## config.mk

```make
export PLATFORM = sky130hd
export DESIGN_NAME = retire_unit
export DESIGN_NICKNAME = d
export VERILOG_FILES = /design/src/rtl/retire_unit_pkg.sv /design/src/rtl/retire_unit.sv
export SDC_FILE = /design/constraint.sdc
export NUM_CORES = 1
export LEC_CHECK = 0
export CELL_PAD_IN_SITES_DETAIL_PLACEMENT = 1
export CELL_PAD_IN_SITES_GLOBAL_PLACEMENT = 1
export CORE_AREA = 2 2 113 104
export DETAILED_ROUTE_END_ITERATION = 12
export DIE_AREA = 0 0 115 106
export PLACE_DENSITY_LB_ADDON = 0.2
export SLEW_MARGIN = 20
export SYNTH_ARGS = -nofsm -noshare
export SYNTH_HDL_FRONTEND = slang
export SYNTH_SLANG_ARGS = --single-unit
```

## constraint.sdc

```tcl
create_clock -name clk -period 3.95 [get_ports clk]
set_input_delay 0.79 -clock clk [delete_from_list [all_inputs] [get_ports clk]]
set_output_delay 0.79 -clock clk [all_outputs]
set_load 0.02 [all_outputs]
```

## src/rtl/retire_unit_pkg.sv

```systemverilog
// retire_unit_pkg: retire FSM states and ROB entry layout shared by the retire unit and its users
package retire_unit_pkg;
  localparam int RU_PHYS_W = 6;
  localparam int RU_XLEN = 32;
  typedef enum logic [1:0] {RUN, STORE_REQ, FLUSH, DRAIN} retire_state_t;
  typedef struct packed {
    logic                 uses_rd;
    logic [4:0]           rd_arch;
    logic [RU_PHYS_W-1:0] pd_new;
    logic                 is_store;
    logic                 is_branch;
    logic                 mispredict;
    logic [RU_XLEN-1:0]   redirect_pc;
    logic [1:0]           epoch;
  } rob_entry_t;
endpackage

```

## src/rtl/retire_unit.sv

```systemverilog
// retire_unit: in-order ROB head retirement with store release, mispredict flush/redirect and drain
module retire_unit
  import retire_unit_pkg::*;
#(
  parameter int ROB_SIZE  = 16,
  parameter int PHYS_REGS = 64,
  parameter int ROB_W     = $clog2(ROB_SIZE),
  parameter int PHYS_W    = $clog2(PHYS_REGS),
  parameter int XLEN      = 32
) (
  input  logic              clk,
  input  logic              rst,
  input  logic              commit_valid,
  output logic              commit_ready,
  input  rob_entry_t        commit_entry,
  input  logic [ROB_W-1:0]  commit_rob_idx,
  output logic              st_commit_valid,
  input  logic              st_commit_ready,
  output logic [ROB_W-1:0]  st_commit_rob_idx,
  output logic              arch_wr_valid,
  output logic [4:0]        arch_wr_rd,
  output logic [PHYS_W-1:0] arch_wr_pd,
  output logic              flush_valid,
  output logic [ROB_W-1:0]  flush_rob_idx,
  output logic [1:0]        flush_epoch,
  output logic              redirect_valid,
  output logic [XLEN-1:0]   redirect_pc,
  input  logic [1:0]        global_epoch,
  input  logic              recover_valid,
  output logic [31:0]       retire_count
);
  retire_state_t state, state_nx;
  logic [ROB_W-1:0] st_idx_q, fl_idx_q;
  logic [XLEN-1:0] pc_q;
  logic [31:0] count_q;
  logic stale, is_mp, retire;
  assign stale = commit_entry.epoch != global_epoch;
  assign is_mp = commit_entry.is_branch & commit_entry.mispredict;
  // retire marks non-stale retirements, which are the only ones counted
  always_comb begin
    state_nx = state;
    commit_ready = 1'b0;
    retire = 1'b0;
    st_commit_valid = 1'b0;
    flush_valid = 1'b0;
    case (state)
      RUN: if (commit_valid) begin
        if (stale) commit_ready = 1'b1;
        else if (commit_entry.is_store) state_nx = STORE_REQ;
        else begin
          commit_ready = 1'b1;
          retire = 1'b1;
          state_nx = is_mp ? FLUSH : RUN;
        end
      end
      STORE_REQ: begin
        st_commit_valid = 1'b1;
        commit_ready = st_commit_ready & commit_valid;
        retire = st_commit_ready & commit_valid;
        state_nx = st_commit_ready ? RUN : STORE_REQ;
      end
      FLUSH: begin
        flush_valid = 1'b1;
        state_nx = DRAIN;
      end
      default: state_nx = recover_valid ? DRAIN : RUN;
    endcase
    if (rst) begin
      commit_ready = 1'b0;
      retire = 1'b0;
      st_commit_valid = 1'b0;
      flush_valid = 1'b0;
    end
  end
  assign arch_wr_valid = retire & (state == RUN) & commit_entry.uses_rd;
  assign arch_wr_rd = arch_wr_valid ? commit_entry.rd_arch : 5'd0;
  assign arch_wr_pd = arch_wr_valid ? PHYS_W'(commit_entry.pd_new) : '0;
  assign st_commit_rob_idx = st_idx_q;
  assign redirect_valid = flush_valid;
  assign flush_rob_idx = fl_idx_q;
  assign flush_epoch = flush_valid ? global_epoch + 2'd1 : 2'd0;
  assign redirect_pc = pc_q;
  assign retire_count = count_q;
  always_ff @(posedge clk) begin
    if (rst) begin
      state <= RUN;
      st_idx_q <= '0;
      fl_idx_q <= '0;
      pc_q <= '0;
      count_q <= '0;
    end else begin
      state <= state_nx;
      if (state == RUN && state_nx == STORE_REQ) st_idx_q <= commit_rob_idx;
      if (state == RUN && state_nx == FLUSH) begin
        fl_idx_q <= commit_rob_idx;
        pc_q <= XLEN'(commit_entry.redirect_pc);
      end
      count_q <= count_q + 32'(retire);
    end
  end
endmodule

```

[Yosys cells after proc, flatten, opt, wreduce, memory -nomap -nowiden]
Index checks and enable logic that the tools add are counted.
Word-level totals
  register bits: 74
  bits of input ports: 60
  output and inout bits: 90
Operators by class
  $add $sub $neg: 2
  equal/unequal tests: 5
  bitwise operators: 4
  reductions and logical operators: 3
  mux-type cells: 23
Operator list (count)
  $add A32 B1 Y32: 1
  $mux W1: 12
  $mux W2: 6
  $mux W6: 1
  $pmux W2 S3: 1
  $mux W5: 1
  $and A1 B1 Y1: 4
  $eq A2 B1 Y1 const B: 2
  $eq A2 B2 Y1 const B: 2
  $pmux W1 S2: 2
  $add A2 B1 Y2 const B: 1
  $logic_and A1 B1 Y1: 2
  $logic_not A2 Y1: 1
  $ne A2 B2 Y1: 1

[Logic depth before layout (Yosys ltp)]
Gate-level depths: netlist (run 1).
  depth in word-level cells: 8
  mapped depth: 10
  mapped depth without buffers: 10

[Least setup slack after synthesis (run 1)]
OpenSTA, ideal clock, no wires.
  path type: in2reg
  start point: input commit_entry[1] (netlist bit)
  end point: register count_q[22] (netlist: retire_count[22])
  slack: 1.001 ns
  stages on the path: 10
  data arrival time: 2.878 ns
  cell sequence: xor2_1 -> nor4_2 -> a21oi_1 -> nor2_1 -> ha_1 -> ha_1 -> nand2_1 -> or3_4 -> or4_1 -> a21oi_1
Between the ends
  longest elaborated chain between the ends: 6
Ends and longest elaborated chain
  start: declaration: RTL line retire_unit.sv:15  | input rob_entry_t commit_entry,
  $ne A2 B2 Y1: RTL line retire_unit.sv:37  | assign stale = commit_entry.epoch != global_epoch;
  $mux W1: RTL line retire_unit.sv:48  | if (stale) commit_ready = 1'b1;
  $mux W1: RTL line retire_unit.sv:47  | RUN: if (commit_valid) begin
  $pmux W1 S2: RTL line retire_unit.sv:46  | case (state)
  $mux W1: RTL line retire_unit.sv:68  | if (rst) begin
  $add A32 B1 Y32: RTL line retire_unit.sv:98  | count_q <= count_q + 32'(retire);
  end signal: assignment: RTL line retire_unit.sv:98
  end: declaration: RTL line retire_unit.sv:35  | logic [31:0] count_q;
Every way passes these cells.
A chain may end at the register's enable or synchronous reset.

[Final worst setup path (run 1)]
  start point: input global_epoch[1]
  end point: output arch_wr_pd[5]
Between the ends
  longest elaborated chain between the ends: 8
Ends and longest elaborated chain
  start: declaration: RTL line retire_unit.sv:28  | input logic [1:0] global_epoch,
  $ne A2 B2 Y1: RTL line retire_unit.sv:37
  $mux W1: RTL line retire_unit.sv:48
  $mux W1: RTL line retire_unit.sv:47
  $pmux W1 S2: RTL line retire_unit.sv:46
  $mux W1: RTL line retire_unit.sv:68
  $and A1 B1 Y1 (2 in series): RTL line retire_unit.sv:75  | assign arch_wr_valid = retire & (state == RUN) & commit_entry.uses_rd;
  $mux W6: RTL line retire_unit.sv:77  | assign arch_wr_pd = arch_wr_valid ? PHYS_W'(commit_entry.pd_new) : '0;
  end: declaration: RTL line retire_unit.sv:22  | output logic [PHYS_W-1:0] arch_wr_pd,
Every way passes these cells.

==> results.md, run 1 <==
- Seq/Total Area, Yosys: 41.51%
- Synthesized area: between 3000 and 4000 µm²
- Share of layout cells above drive strength 1: 6.994%
- Number of synthesized flops with an enable pin: 0
- Clock skew: approximately 0.0041 ns
- Syn_nets: 448
- Synth cell count leaders: nand2b_1 (77), dfxtp_1 (74), mux2i_1 (40)
- Clk sinks: 74
- Most frequent cell after synthesis: nand2b_1
- CP Max Fanout: 12
- Final period util: between 90% and 100%
- Async S/R FF share, synth: 0%
- Routed wire length: between 10000 and 15000 µm
- Die ar.: between 10000 and 15000 µm²
- Worst setup path startpoint: global_epoch[1]
- Tot GR Track Use: roughly 16%
- Remaining antenna violation count: 0
- GP Congestion: around 0.75
- Hold Crit Class: reg2reg
- CTS max path bufs: 2
- Max-Cap Viols: 0
- Fin. Hold Viols: 0
- Reg area: 1481 µm²
- Power, Total: 1.631 mW
- Max VDD drop: between 0.15 and 0.2 mV
- Final setup vio count: 0
- RSZ-0062 raised after global routing: false
- Worst reg2reg setup slack: 1.25 ns
- CTS Buf Count: 9
- Initial antenna violation count: 0
- Fill cells: roughly 1300
- Area Growth Syn to Fin: 51.58%
- Port buffer count: 149
- P_leak: about 1.9 nW
- Core Region: 11110 µm²
- Initial Utilization: around 32%
- Grt total ovfl: 0
- Syn Area/Cell: 9.245 µm²
- Slew margin rel.: 55.27%
- ANT cells: 0
- Worst-Margin Slew: ~0.66 ns
- Row count: 37
- Router iterations before antenna repair: 4
- Top cell type's share of synthesized area: approximately two fifths
- Detailed Place HPWL: between 7000 and 8000 µm
- Post-synthesis register bit count: between 70 and 80
- Ys Warns: 0
- Distinct cells, synth: 37
- Pwr Density: between 300 and 400 nW/µm²
- Root buf cell: clkbuf_16
- Io pins: 150
- Status: completed
- Detailed-route wire length per cell: around 15 µm
- First-pass GRT wire length: between 15000 and 20000 µm
- Path type of the worst setup path: in2out
- Die W: around 120 µm
- Fmax: 268.4 MHz
- Reg-to-Reg Start: state[0]
- Yosys top cell by area: dfxtp_1
- Critical Path End Type: primary output
- Predominant post-synthesis flop cell: dfxtp_1
- Critical Path RT: 3.16 ns
- Clock latency on the worst-skew pair: roughly 0.33 ns
- Post-route design area: between 5000 and 6000 µm²
- Vias per inst: between 4 and 5
- CTS tree: yes
- Reg clk slew, reported paths: approximately 0.060 ns
- H-tree lvl count: 3
- Synthesized instance count: just under 400
- Multi-input logic area: just under 2000 µm²
- Iteration-0 DRC Markers: 92
- Vias in the first global route: around 3200
- Critical Path AT: a little under 3 ns
- Area contributors post-synth: dfxtp_1 (42%), nand2b_1 (13%), mux2i_1 (11%)
- # DRC: 0
- Startpoint types: input pin
- Height of the die: 106 µm
- Crit path time final: between 3 and 4 ns
- Hold_sp: redirect_pc[14]
- Placed Area: ~5000 µm²
- Final Max Tran Viols: 0
- Via Count: about 3200
- Post-route setup TNS: 0 ns
- Largest net degree at the start of global routing: between 70 and 80
- Final nets: just under 600
[stage by stage]
stage               std cells  worst slack [ns]  hold slack, ns  utilization (%)
finish                    665            0.2239          0.4712            48.68
global route              665           0.06622          0.5011            48.68
CTS                       665            0.1177          0.4764            48.67
detailed placement        651            0.1255          0.4657            46.33
global placement          651            0.2062          0.4574            46.33
floorplan                 386             1.001          0.5062                -
[worst max-delay path, cell delays in order]
cell and delay, ns:
clkdlybuf4s50_1 0.46, xor2_1 0.18, nor4_2 0.35, and4b_2 0.38
and2_1 0.16, clkdlybuf4s50_1 0.61
[cells by family after synthesis]
| group | count (synthesis) | synth area share, % |
|---|---|---|
| AND/OR/NAND/NOR | 194 | 32.78 |
| AO/OA/AOI/OAI | 23 | 3.752 |
| buffers and inverters | 29 | 3.576 |
| XOR/XNOR | 16 | 3.927 |
| multiplexers | 48 | 13.74 |
| adder cells (fa/ha/maj) | 2 | 0.7012 |
| flip-flops | 74 | 41.51 |
[flip-flops by register name (all words and copies together) (netlist names)]
signal and flops:
flush_rob_idx 4, st_commit_rob_idx 4, redirect_pc 32, retire_count 32, state 2
[final timing paths]
check	end	cells after the start
max	arch_wr_pd[5]	6
min	redirect_pc[14]	2
max reg2reg	retire_count[22]	9
min reg2reg	redirect_pc[14]	2
[area by class of cell]
type / count / area share, %
Clock inverter: 3 / 0.3238
Multi-Input combinational cell: 283 / 36.27
Timing Repair Buffer: 153 / 28.04
Inverter: 5 / 0.3470
Sequential cell: 74 / 27.39
Tap cell: 136 / 3.146
Clock buffer: 11 / 4.488
[power breakdown]
group | internal, mW | total, mW | switching (mW)
sequential | 0.752 | 0.755 | 0.00343
combinational | 0.0893 | 0.144 | 0.0543
clock | 0.433 | 0.732 | 0.299
[placed cells by master, fill, tap and decap left out, types with 9 or more instances in the layout]
master and count:
nor2_1 26, clkdlybuf4s50_1 148, nand2b_1 77, nand2_1 11, xor2_1 11, nand3_1 11
a21oi_1 11, clkbuf_16 9, nor2b_1 11, mux2i_1 40, and2_1 12, dfxtp_1 74
[repair_timing]
action | 4_1_cts | 5_1_grt
buffers inserted | 0 | 0
setup endpoints to repair | 0 | 5
hold buffers | 0 | 0
gates resized for setup | 0 | 1
endpoints found under the hold margin | 0 | 0
[metal layers]
layer | track usage [%] | part of all wire [%] | vias up
met5 | 0 | 0 | -
met2 | 27.35 | 47 | 98
li1 | - | - | 1593
met4 | 4.303 | 1.3 | 0
met1 | 19.09 | 44 | 1530
met3 | 7.526 | 8.3 | 8
Power figures use the tool's default switching activity.
==> run 2: changes to the inputs <==
- PLACE_DENSITY: not set -> 0.91
- PLACE_DENSITY_LB_ADDON: 0.2 -> not set
==> run 2 against run 1 <==
Effect of this change: global-route usage up 1.6 points; worst hold slack improved by 0.0039 ns; sequential cell count unchanged; critical path depth did not move; via count increased by 1.5%; combinational power grew 3%; die area is the same.
==> results.md, run 2 (synthesis gave the netlist of run 1 again) <==
- Fmax: about 270 MHz
- ANT cells: 0
- Detailed-route wire length per cell: between 15 and 20 µm
- Grt total ovfl: 0
- Vias per inst: slightly below 5
- CTS max path bufs: 2
- Port buffer count: 149
- First-pass GRT wire length: between 15000 and 20000 µm
- Router iterations before antenna repair: 4
- Iteration-0 DRC Markers: about 80
- Remaining antenna violation count: 0
- CTS tree: yes
- H-tree lvl count: 3
- Die W: between 100 and 150 µm
- Critical Path RT: approximately 3.2 ns
- Pwr Density: between 300 and 400 nW/µm²
- CP cell instances: clkdlybuf4s50_1 > xor2_1 > nor4_4 > and4b_2 > and2_1 > clkdlybuf4s50_1
- Most frequent cells in the layout: clkdlybuf4s50_1 (148), nand2b_1 (77), dfxtp_1 (74)
- Crit path max-delay family: buffers and inverters
- Tot GR Track Use: a little under a fifth
- Status: completed
- Critical Path AT: slightly below 3 ns
- Final setup vio count: 0
- Height of the die: roughly 110 µm
- Max-Cap Viols: 0
- P_leak: 1.924 nW
- Initial antenna violation count: 0
- Leading cell type in the layout, fill and taps excluded: clkdlybuf4s50_1
- Row count: 37
- Clk sinks: 74
- Finished Layout Cells: 667
- Fin. Hold Viols: 0
- CP Max Fanout: 12
- Die ar.: between 10000 and 15000 µm²
- Post-route setup TNS: 0 ns
- Io pins: 150
- Final nets: 588
- Via Count: 3276
- Final Max Tran Viols: 0
- Metal3 WL: between 500 and 600 µm
- Hold Crit Class: reg2reg
- Startpoint types: input pin
- Critical Path End Type: primary output
- Worst reg2reg setup slack: about 1.3 ns
- Reg clk slew, reported paths: 0.05 ns
- RSZ-0062 raised after global routing: false
- CP max stage delay: about 0.6 ns
- CP max-delay cell: clkdlybuf4s50_1
- CP Depth: 6
- Worst-Margin Slew: 0.5617 ns
- Most used cell, CP: clkdlybuf4s50_1
- Worst hold slack: about 0.48 ns
- Slew margin rel.: 62.55%
- Area Growth Syn to Fin: 53.79%
- Root buf cell: clkbuf_16
- Share of layout cells above drive strength 1: 7.345%
- Largest net degree at the start of global routing: 65
- R2R cell count: 9
- Final period util: approximately 94%
- Clock skew: around 0.010 ns
- Crit path time final: between 3 and 4 ns
- Clock latency on the worst-skew pair: approximately 0.32 ns
- GP Congestion: 0.8491
- Worst Hold Depth: 2
- Detailed Place HPWL: 7944 µm
- # DRC: 0
- Top layer reached by signal wires: met4
- CTS Buf Count: 9
- Vias in the first global route: between 3000 and 4000
- Path type of the worst setup path: in2out
- Max VDD drop: ~0.21 mV
- Initial Utilization: around a third
- Met2 routed WL: 5763 µm
- Worst path bufs/invs: 2
- Placed cell count: 651
- Routed wire length: between 10000 and 15000 µm
- M1 WL: 4291 µm
- Core Region: between 10000 and 15000 µm²
==> run 2: cell types whose count changed in the layout (fill, tap and decap cells not counted), sizes merged <==
cell      before  now
bufinv         0    2
clkinvlp       1    0
clkbuf        11   12
==> run 2: timing repair <==
action	CTS	global route
hold buffers	0	0
setup buffers	0	0
setup endpoints to repair	0	11
endpoints found under the hold margin	0	0
resized for setup	0	2
==> run 2: cell type report <==
type,instances,area [µm²]
multi-input cells,283,1971
clock buffers,12,256.5
flip-flops and latches,74,1481
inverters,5,18.77
repair buffers,153,1516
clock inverters,4,73.82
well taps,136,170.2
fillers,1255,5623
==> run 2: per-stage QoR <==
step	worst slack [ns]	util, %	power (mW)	instance area [µm²]
5_1_grt	0.1226	49.39	1.872	5488
2_1_floorplan	1.001	-	0.8329	3568
6_report	0.2373	49.39	1.803	5488
3_5_place_dp	0.1020	46.33	0.9191	5147
3_3_place_gp	0.1944	46.33	0.9149	5147
4_1_cts	0.08061	49.30	1.828	5478
==> run 2: worst reg2reg max path: cells and delay by family, from the launching register on <==
family                     cells  cell delay, ns
AOI/OAI and AO/OA              2            0.22
adders and majority gates      2            0.49
DFF                            1            0.38
and+or+nand+nor                5            1.51
==> run 2: where the power goes <==
| part | total [mW] | internal, mW | switching, mW |
|---|---|---|---|
| Sequential | 0.756 | 0.752 | 0.00396 |
| Combinational | 0.148 | 0.0899 | 0.0582 |
| Clock | 0.899 | 0.588 | 0.311 |
==> run 2: worst paths after layout <==
path	start	end
setup / recovery	global_epoch[1]	arch_wr_pd[0]
hold / removal	redirect_pc[30]	redirect_pc[30]
setup reg to reg	state[0]	retire_count[22]
hold reg to reg	redirect_pc[30]	redirect_pc[30]
==> run 2: metal layers <==
layer	vias to the layer above	global-route usage, %
li1	1593	-
met1	1569	20.61
met2	96	32.27
met3	18	3.820
met4	0	7.315
met5	-	0
